**config.mk**
```make
export PLATFORM = sky130hd
export DESIGN_NAME = ped_crossing_ctrl
export DESIGN_NICKNAME = d
export VERILOG_FILES = /design/src/rtl/ped_crossing_ctrl.sv
export SDC_FILE = /design/constraint.sdc
export NUM_CORES = 1
export LEC_CHECK = 0
export CORE_ASPECT_RATIO = 1.1
export CORE_MARGIN = 2
export CORE_UTILIZATION = 55
export DETAILED_ROUTE_END_ITERATION = 12
export HOLD_SLACK_MARGIN = 0.03
export PLACE_DENSITY = 0.78
export SYNTH_ARGS = -nofsm -noshare
export SYNTH_HDL_FRONTEND = slang
export SYNTH_SLANG_ARGS = --single-unit
export TNS_END_PERCENT = 20
```
**constraint.sdc**
```tcl
create_clock -name clk -period 2.16 [get_ports clk]
set_input_delay 0.432 -clock clk [delete_from_list [all_inputs] [get_ports clk]]
set_output_delay 0.432 -clock clk [all_outputs]
set_load 0.01 [all_outputs]
```
**src/rtl/ped_crossing_ctrl.sv**
```systemverilog
// ped_crossing_ctrl: pedestrian WALK / DON'T-WALK controller driven by the
// one-hot light code of the upstream traffic-light FSM. Requests are latched,
// WALK is granted only at a red onset, and clearance flashes with a countdown.
// Any non-one-hot light code locks the block in FAULT until green is seen.
module ped_crossing_ctrl #(
  parameter int WALK_CYCLES  = 8,
  parameter int FLASH_CYCLES = 4
) (
  input  logic       clk,
  input  logic       reset,
  input  logic [2:0] light_in,
  input  logic       ped_btn,
  output logic       walk,
  output logic       dont_walk,
  output logic [3:0] countdown,
  output logic       req_pending,
  output logic       fault
);

  localparam logic [7:0] WALK_LOAD  = 8'(WALK_CYCLES - 1);
  localparam logic [3:0] FLASH_LOAD = 4'(FLASH_CYCLES);

  typedef enum logic [2:0] {
    IDLE,
    WAIT_RED,
    WALK,
    FLASH,
    FAULT
  } state_t;

  state_t     state;
  logic [7:0] cycle_cnt;
  logic       walk_q;
  logic       prev_red;
  logic       is_red;
  logic       is_one_hot;
  logic       red_onset;

  assign is_red     = (light_in == 3'b001);
  assign is_one_hot = (light_in == 3'b100) || (light_in == 3'b010) || (light_in == 3'b001);
  assign red_onset  = is_red && !prev_red;

  // The lamp can never show WALK unless the light is red right now, even if
  // the register still holds WALK during the cycle the light leaves red.
  assign walk = walk_q & is_red;

  // Main controller: reset, then fault lockout, then red-exit abort, then the
  // normal request / grant / clearance sequence.
  always_ff @(posedge clk) begin
    if (!reset) begin
      state       <= IDLE;
      walk_q      <= 1'b0;
      dont_walk   <= 1'b1;
      countdown   <= 4'd0;
      req_pending <= 1'b0;
      fault       <= 1'b0;
      prev_red    <= 1'b1;
      cycle_cnt   <= 8'd0;
    end else begin
      prev_red <= is_red;
      if (!is_one_hot) begin
        state       <= FAULT;
        walk_q      <= 1'b0;
        dont_walk   <= 1'b1;
        countdown   <= 4'd0;
        req_pending <= 1'b0;
        fault       <= 1'b1;
      end else begin
        case (state)
          IDLE: begin
            dont_walk <= 1'b1;
            if (ped_btn) req_pending <= 1'b1;
            if (req_pending || ped_btn) state <= WAIT_RED;
          end
          WAIT_RED: begin
            dont_walk <= 1'b1;
            if (red_onset) begin
              state       <= WALK;
              cycle_cnt   <= WALK_LOAD;
              req_pending <= 1'b0;
              walk_q      <= 1'b1;
              dont_walk   <= 1'b0;
            end else if (ped_btn) begin
              req_pending <= 1'b1;
            end
          end
          WALK: begin
            if (!is_red) begin
              state     <= IDLE;
              walk_q    <= 1'b0;
              dont_walk <= 1'b1;
              countdown <= 4'd0;
            end else if (cycle_cnt == 8'd0) begin
              state     <= FLASH;
              cycle_cnt <= {4'd0, FLASH_LOAD};
              countdown <= FLASH_LOAD;
              walk_q    <= 1'b0;
              dont_walk <= 1'b1;
            end else begin
              cycle_cnt <= cycle_cnt - 8'd1;
            end
          end
          FLASH: begin
            if (!is_red) begin
              state     <= IDLE;
              walk_q    <= 1'b0;
              dont_walk <= 1'b1;
              countdown <= 4'd0;
            end else begin
              if (ped_btn) req_pending <= 1'b1;
              if (countdown == 4'd1) begin
                countdown <= 4'd0;
                dont_walk <= 1'b1;
                state     <= req_pending ? WAIT_RED : IDLE;
              end else begin
                countdown <= countdown - 4'd1;
                dont_walk <= ~dont_walk;
              end
            end
          end
          FAULT: begin
            walk_q      <= 1'b0;
            dont_walk   <= 1'b1;
            countdown   <= 4'd0;
            req_pending <= 1'b0;
            if (light_in == 3'b100) begin
              state <= IDLE;
              fault <= 1'b0;
            end
          end
          default: begin
            state     <= IDLE;
            walk_q    <= 1'b0;
            dont_walk <= 1'b1;
            countdown <= 4'd0;
          end
        endcase
      end
    end
  end

endmodule

```
==> results by group <==
Status
  – Outcome: finished, final reports clean

Die
  – Core area: 2180 µm²
  – Initial Utilization: 56.8%
  – Row cnt: 18
  – Die Footprint: 2650 µm²
  – Die width: 49.3 µm
  – Die Y: 53.8 µm
  – # IOs: 14

Detailed routing
  – DR vias/cell: 5.95
  – Residual DRC count: 0
  – Routed len/inst: 14.4 µm
  – DRT Wirelength: 3050 µm
  – Via Count: 1256
  – First-pass DRT Iterations: 4
  – Antenna viol nets, final: 0
  – Initial DRC count: 45

CTS
  – Clock Root Buffer: clkbuf_4
  – Hold-fix buffer count after cts: 0
  – CTS tree: built
  – CTS Sinks: 20
  – Clock transition at the registers of the reported paths: 0.11 ns
  – CTS H-tree lvls: 1
  – CTS Buffer Depth: 2
  – CTS buffer count: 3
  – Clk_lat worst skew: 0.30 ns

Critical path
  – Setup CP Type: input pin to output port
  – Worst Path Buf+Inv: 2
  – CP arrival: 1.65 ns
  – Data required, critical path: 1.73 ns
  – Crit Path Max Fanout: 7
  – Crit end category: output port
  – Worst path top cell family by delay: buffers and inverters
  – CP max stage cell: clkdlybuf4s50_1
  – Critical Path Start Type: input pin
  – CP peak stage delay: 0.52 ns
  – Cell Chain, Critical Path: dlygate4sd2_1 -> nor3b_2 -> and2_1 -> clkdlybuf4s50_1

Place
  – Placed Cells incl. Taps: 205
  – # port buffers: 13
  – DP HPWL: 2300 µm
  – GP Congestion: 0.791

Global routing
  – Gr ovfl total: 0
  – First-pass GRT wire length: 4980 µm
  – Total track usage: 24.5%
  – Largest net degree at the start of global routing: 14
  – Initial antenna violation count: 0
  – Vias in the first global route: 1110

Finish
  – NumNets Final: 192
  – Ant diodes: 0
  – Layout cells sized above 1: 23.8%
  – Fill cells: 167
  – FF/Latch Area: 400 µm²
  – Synth-to-layout area growth: 28.6%
  – Non-Filler Instances: 211
  – Combined area of the multi-input logic cells: 787 µm²

Pwr
  – Worst IR Drop VDD: 0.486 mV
  – Overall power: 736 µW
  – Power per cell area: 462 nW/µm²
  – Leakage: 0.600 nW

Yosys
  – Synth top cells by count: dfxtp_1, o21ai_0, nor2_1
  – Most frequent cell after synthesis: dfxtp_1
  – Mapped Area: 1240 µm²
  – Synth top area share: 32.3%
  – Flops & latches, synth: 20
  – Post-synth top area cell: dfxtp_1
  – Share of the yosys chip area belonging to registers: 32.3%
  – Most used DFF post-synth: dfxtp_1
  – Synth cell types: 48
  – Syn Nets: 156
  – Area contributors post-synth: dfxtp_1, o21ai_0, a21oi_1
  – Avg Cell Area, Syn: 8.49 µm²
  – Syn Inst Count: 146
  – Yosys warnings: 0
  – Number of enable flip-flop cells after synthesis: 0
  – Ys async rst share: 0%

STA
  – Final Cycle Share: 96.2%
  – Worst Tran Pin Value: 0.579 ns
  – Relative slew margins: 61.4%
  – Final hold vios: 0
  – Maximum clock frequency: 0.481 GHz
  – Tmin final: 2.08 ns
  – RSZ-0062 raised after global routing: no
  – Fin Clk Skew: 0.000897 ns
  – Setup violators final: 0
  – Sum of negative setup slack: 0 ns
  – Final Slew Violations: 0

Job
  – Max-Cap Viols: 0

Min path
  – Hold/Removal Path Class: register to register
tightest hold or removal path, stage by stage (launching register included):
cell	delay (ns)
dfxtp_1	0.35
o41ai_1	0.06
a21oi_1	0.06
final cells by class:
type	instances	share of cell area, %
clock buffers	4	2.28
inverters	7	1.65
multi-input cells	113	49.4
flip-flops and latches	20	25.1
well taps	30	2.35
repair buffers	37	19.2
metrics by stage:
| stage | worst slack (ns) | cell area, µm² | util [%] | hold WS (ns) |
|---|---|---|---|---|
| 2_1_floorplan | 0.318 | 1240 | - | 0.453 |
| 3_3_place_gp | -0.106 | 1550 | 70.8 | 0.462 |
| 3_5_place_dp | -0.168 | 1550 | 70.8 | 0.491 |
| 4_1_cts | 0.105 | 1590 | 72.6 | 0.505 |
| 5_1_grt | 0.00530 | 1590 | 73.0 | 0.529 |
| 6_report | 0.0829 | 1590 | 73.0 | 0.507 |
logic make-up (layout without fill, tap and decap cells):
group / Yosys count / in the layout / synth area share [%]
simple gates: 58 / 58 / 29.5
mux: 1 / 1 / 0.807
buf+inv: 13 / 48 / 4.24
flops: 20 / 20 / 32.3
compound gates: 48 / 48 / 27.8
xor+xnor: 2 / 2 / 1.41
fa+ha+maj: 4 / 4 / 4.04
state kept, by name (all words and copies together) (netlist names):
register     flops
countdown        4
dont_walk        1
state            3
walk_q           1
cycle_cnt        8
prev_red         1
req_pending      1
fault            1
power breakdown:
part	total (mW)	internal (mW)	switching (mW)
Clock	0.215	0.103	0.112
Combinational	0.130	0.0653	0.0648
Sequential	0.391	0.377	0.0136
Total	0.736	0.546	0.191
placed cells by master (no fill, tap or decap), types with 6 or more instances in the layout:
master,instances
a21oi_1,10
buf_4,24
clkdlybuf4s50_1,10
dfxtp_1,20
inv_1,7
nand2_1,7
nor2_1,12
nor3_1,6
o21ai_0,13
or3_1,6
layer usage:
layer  up-vias  global-route usage [%]  routed length (µm)
met1       588                    30.4                1360
met5         -                       0                   0
met2        37                    44.6                1500
met3         4                    3.61                 158
li1        627                       -                   -
met4         0                    7.14                  31
what timing repair did:
item                                    in CTS  in global routing
pin swaps                                    0                  1
gates resized for setup                      3                  0
setup buffers                                1                  1
endpoints found under the setup margin       1                  1
worst paths after layout:
| path | start | endpoint | slack, ns | cells past startpoint |
|---|---|---|---|---|
| max | light_in[2] | walk | 0.08 | 4 |
| min | cycle_cnt[5] | cycle_cnt[5] | 0.51 | 2 |
| max reg2reg | cycle_cnt[0] | state[0] | 0.16 | 6 |
| min reg2reg | cycle_cnt[5] | cycle_cnt[5] | 0.51 | 2 |
(Power assumes the default switching activity.)
==> patch (same flow settings) <==
The 5 states of `state_t` get a Gray code encoding in 3 bits.
--- a/src/rtl/ped_crossing_ctrl.sv
+++ b/src/rtl/ped_crossing_ctrl.sv
@@ -22,9 +22,9 @@
 
   typedef enum logic [2:0] {
-    IDLE,
-    WAIT_RED,
-    WALK,
-    FLASH,
-    FAULT
+    IDLE     = 3'b000,
+    WAIT_RED = 3'b001,
+    WALK     = 3'b011,
+    FLASH    = 3'b010,
+    FAULT    = 3'b110
   } state_t;
 
Formal check against the unedited RTL: same outputs for any inputs over 10 cycles, from zero or initial values and one cycle with reset low; not proved beyond that.
==> patch against the original RTL <==
Synthesized area decreased by 1.7%; critical path depth stayed put; cell count is 5.2% lower; routed wire length is 9.3% lower; power is 9.8% higher; design area fell by 4.6%; worst setup slack worse by 0.017 ns; sequential cell count unchanged; highest routed layer unchanged.
==> patch: results (changes against the original RTL) <==
* Worst rel slew slack: 63.4% (+2.1 points)
- The final hold slack was 0.487 ns (-0.0200 ns).
* Gate count after technology mapping: 144 (-1.4%)
* Leakage power of the design: 0.583 nW (-2.9%)
* Total number of vias: 1181 (-6.0%)
* Standard cell area after detailed placement: 1470 sq um (-5.0%)
- By count the netlist is led by 20 x sky130_fd_sc_hd__dfxtp_1, 15 x sky130_fd_sc_hd__a21oi_1, 12 x sky130_fd_sc_hd__nand2_1.
* Number of post-CTS setup repair buffers: 0 (-1)
- The via count of the first global-routing pass came to 1129 (+1.7%).
- Average detailed-routed wire length per instance: 13.8 um (-4.3%)
- Global-route wire length before repair: 4940 um (-0.82%)
* Setup crit start: light_in[0]
* Worst min-delay path endpoint: walk_q
* Hpwl dp: 2100 um (-8.8%)
- Largest stage delay on the critical path: 0.47 ns (-0.05 ns)
* Register-to-register setup slack: 0.22 ns (+0.06 ns)
- Maximum fanout count along the critical path: 2 (-5)
* Overall routing resource usage: 24.6% (+0.054 points)
* Final clock skew: 0.00706 ns (+0.00616 ns)
- IO Port Bufs: 13 (unchanged)
* Leading post-synthesis cells by cell area: sky130_fd_sc_hd__dfxtp_1 33%, sky130_fd_sc_hd__a21oi_1 6.2%, sky130_fd_sc_hd__ha_1 4.1%
- The post-synthesis cell type count was 54 (+13%).
- Nets in the synthesized netlist: 154 (-1.3%)
* Layout Cell Area excl Fill: 1520 sq um (-4.6%)
- Reg2Reg Capture Point: countdown[2]
- Number of gates resized after CTS: 1 (-2)
- The non-filler instance count after layout is 200 (-5.2%).
- Fraction of final layout cells sized beyond drive strength 1: 16.9% (-6.9 points)
* Outcome: complete, no violations
- Global placer's final weighted congestion: 0.879 (+11%)
- The first-pass iteration count of the detailed router is 4 (unchanged).
- The number of fill cells was 159 (-4.8%).
* Initial detailed-routing violation count: 36 (-20%)
* Maximum number of pins on one net before global-route repair: 13 (-1)
- The maximum VDD drop is 499 uV (+2.7%).
## patch: power by group
part	total (mW)	switching (mW)	leakage (nW)	internal [mW]
clock	0.311	0.123	0.0279	0.188
sequential	0.390	0.0129	0.163	0.378
combinational	0.107	0.0538	0.392	0.0533
total	0.808	0.190	0.583	0.619
## patch: worst max-delay path by stage
stage | end | slack (ns)
3_5_place_dp | walk | -0.21
2_1_floorplan | state[0] | 0.41
6_report | walk | 0.07
4_1_cts | walk | 0.06
3_3_place_gp | walk | -0.20
5_1_grt | walk | 0.03
## patch: area by class of cell
| cell class | count | area share, % |
|---|---|---|
| Sequential cell | 20 | 26.3 |
| Multi-Input combinational cell | 110 | 49.8 |
| Clock inverter | 1 | 1.98 |
| Timing Repair Buffer | 27 | 15.4 |
| Clock buffer | 3 | 1.48 |
| Tap cell | 28 | 2.30 |
| Inverter | 11 | 2.72 |
## patch: layer usage
| metal | global-route usage [%] | share of wire, % | vias up |
|---|---|---|---|
| met5 | 0 | 0 | - |
| met4 | 12.4 | 2.3 | 0 |
| met3 | 2.82 | 4.0 | 6 |
| met2 | 43.4 | 47 | 35 |
| met1 | 29.8 | 46 | 542 |
| li1 | - | - | 598 |
## patch: metrics by stage
stage | worst slack (ns) | TNS [ns]
after detailed placement | -0.212 | -1.49
after global routing | 0.0289 | 0
final | 0.0656 | 0
after CTS | 0.0628 | 0
after floorplan | 0.410 | 0
after global placement | -0.199 | -1.05
## patch: kinds of logic (layout without fill, tap and decap cells)
logic type,Yosys count,after routing,synth area share [%]
AO/OA/AOI/OAI,51,51,29.1
XOR/XNOR,1,1,0.719
adder cells (fa/ha/maj),4,4,4.11
buffers and inverters,14,42,5.03
flip-flops,20,20,32.9
multiplexers,1,1,0.924
AND/OR/NAND/NOR,53,53,27.3
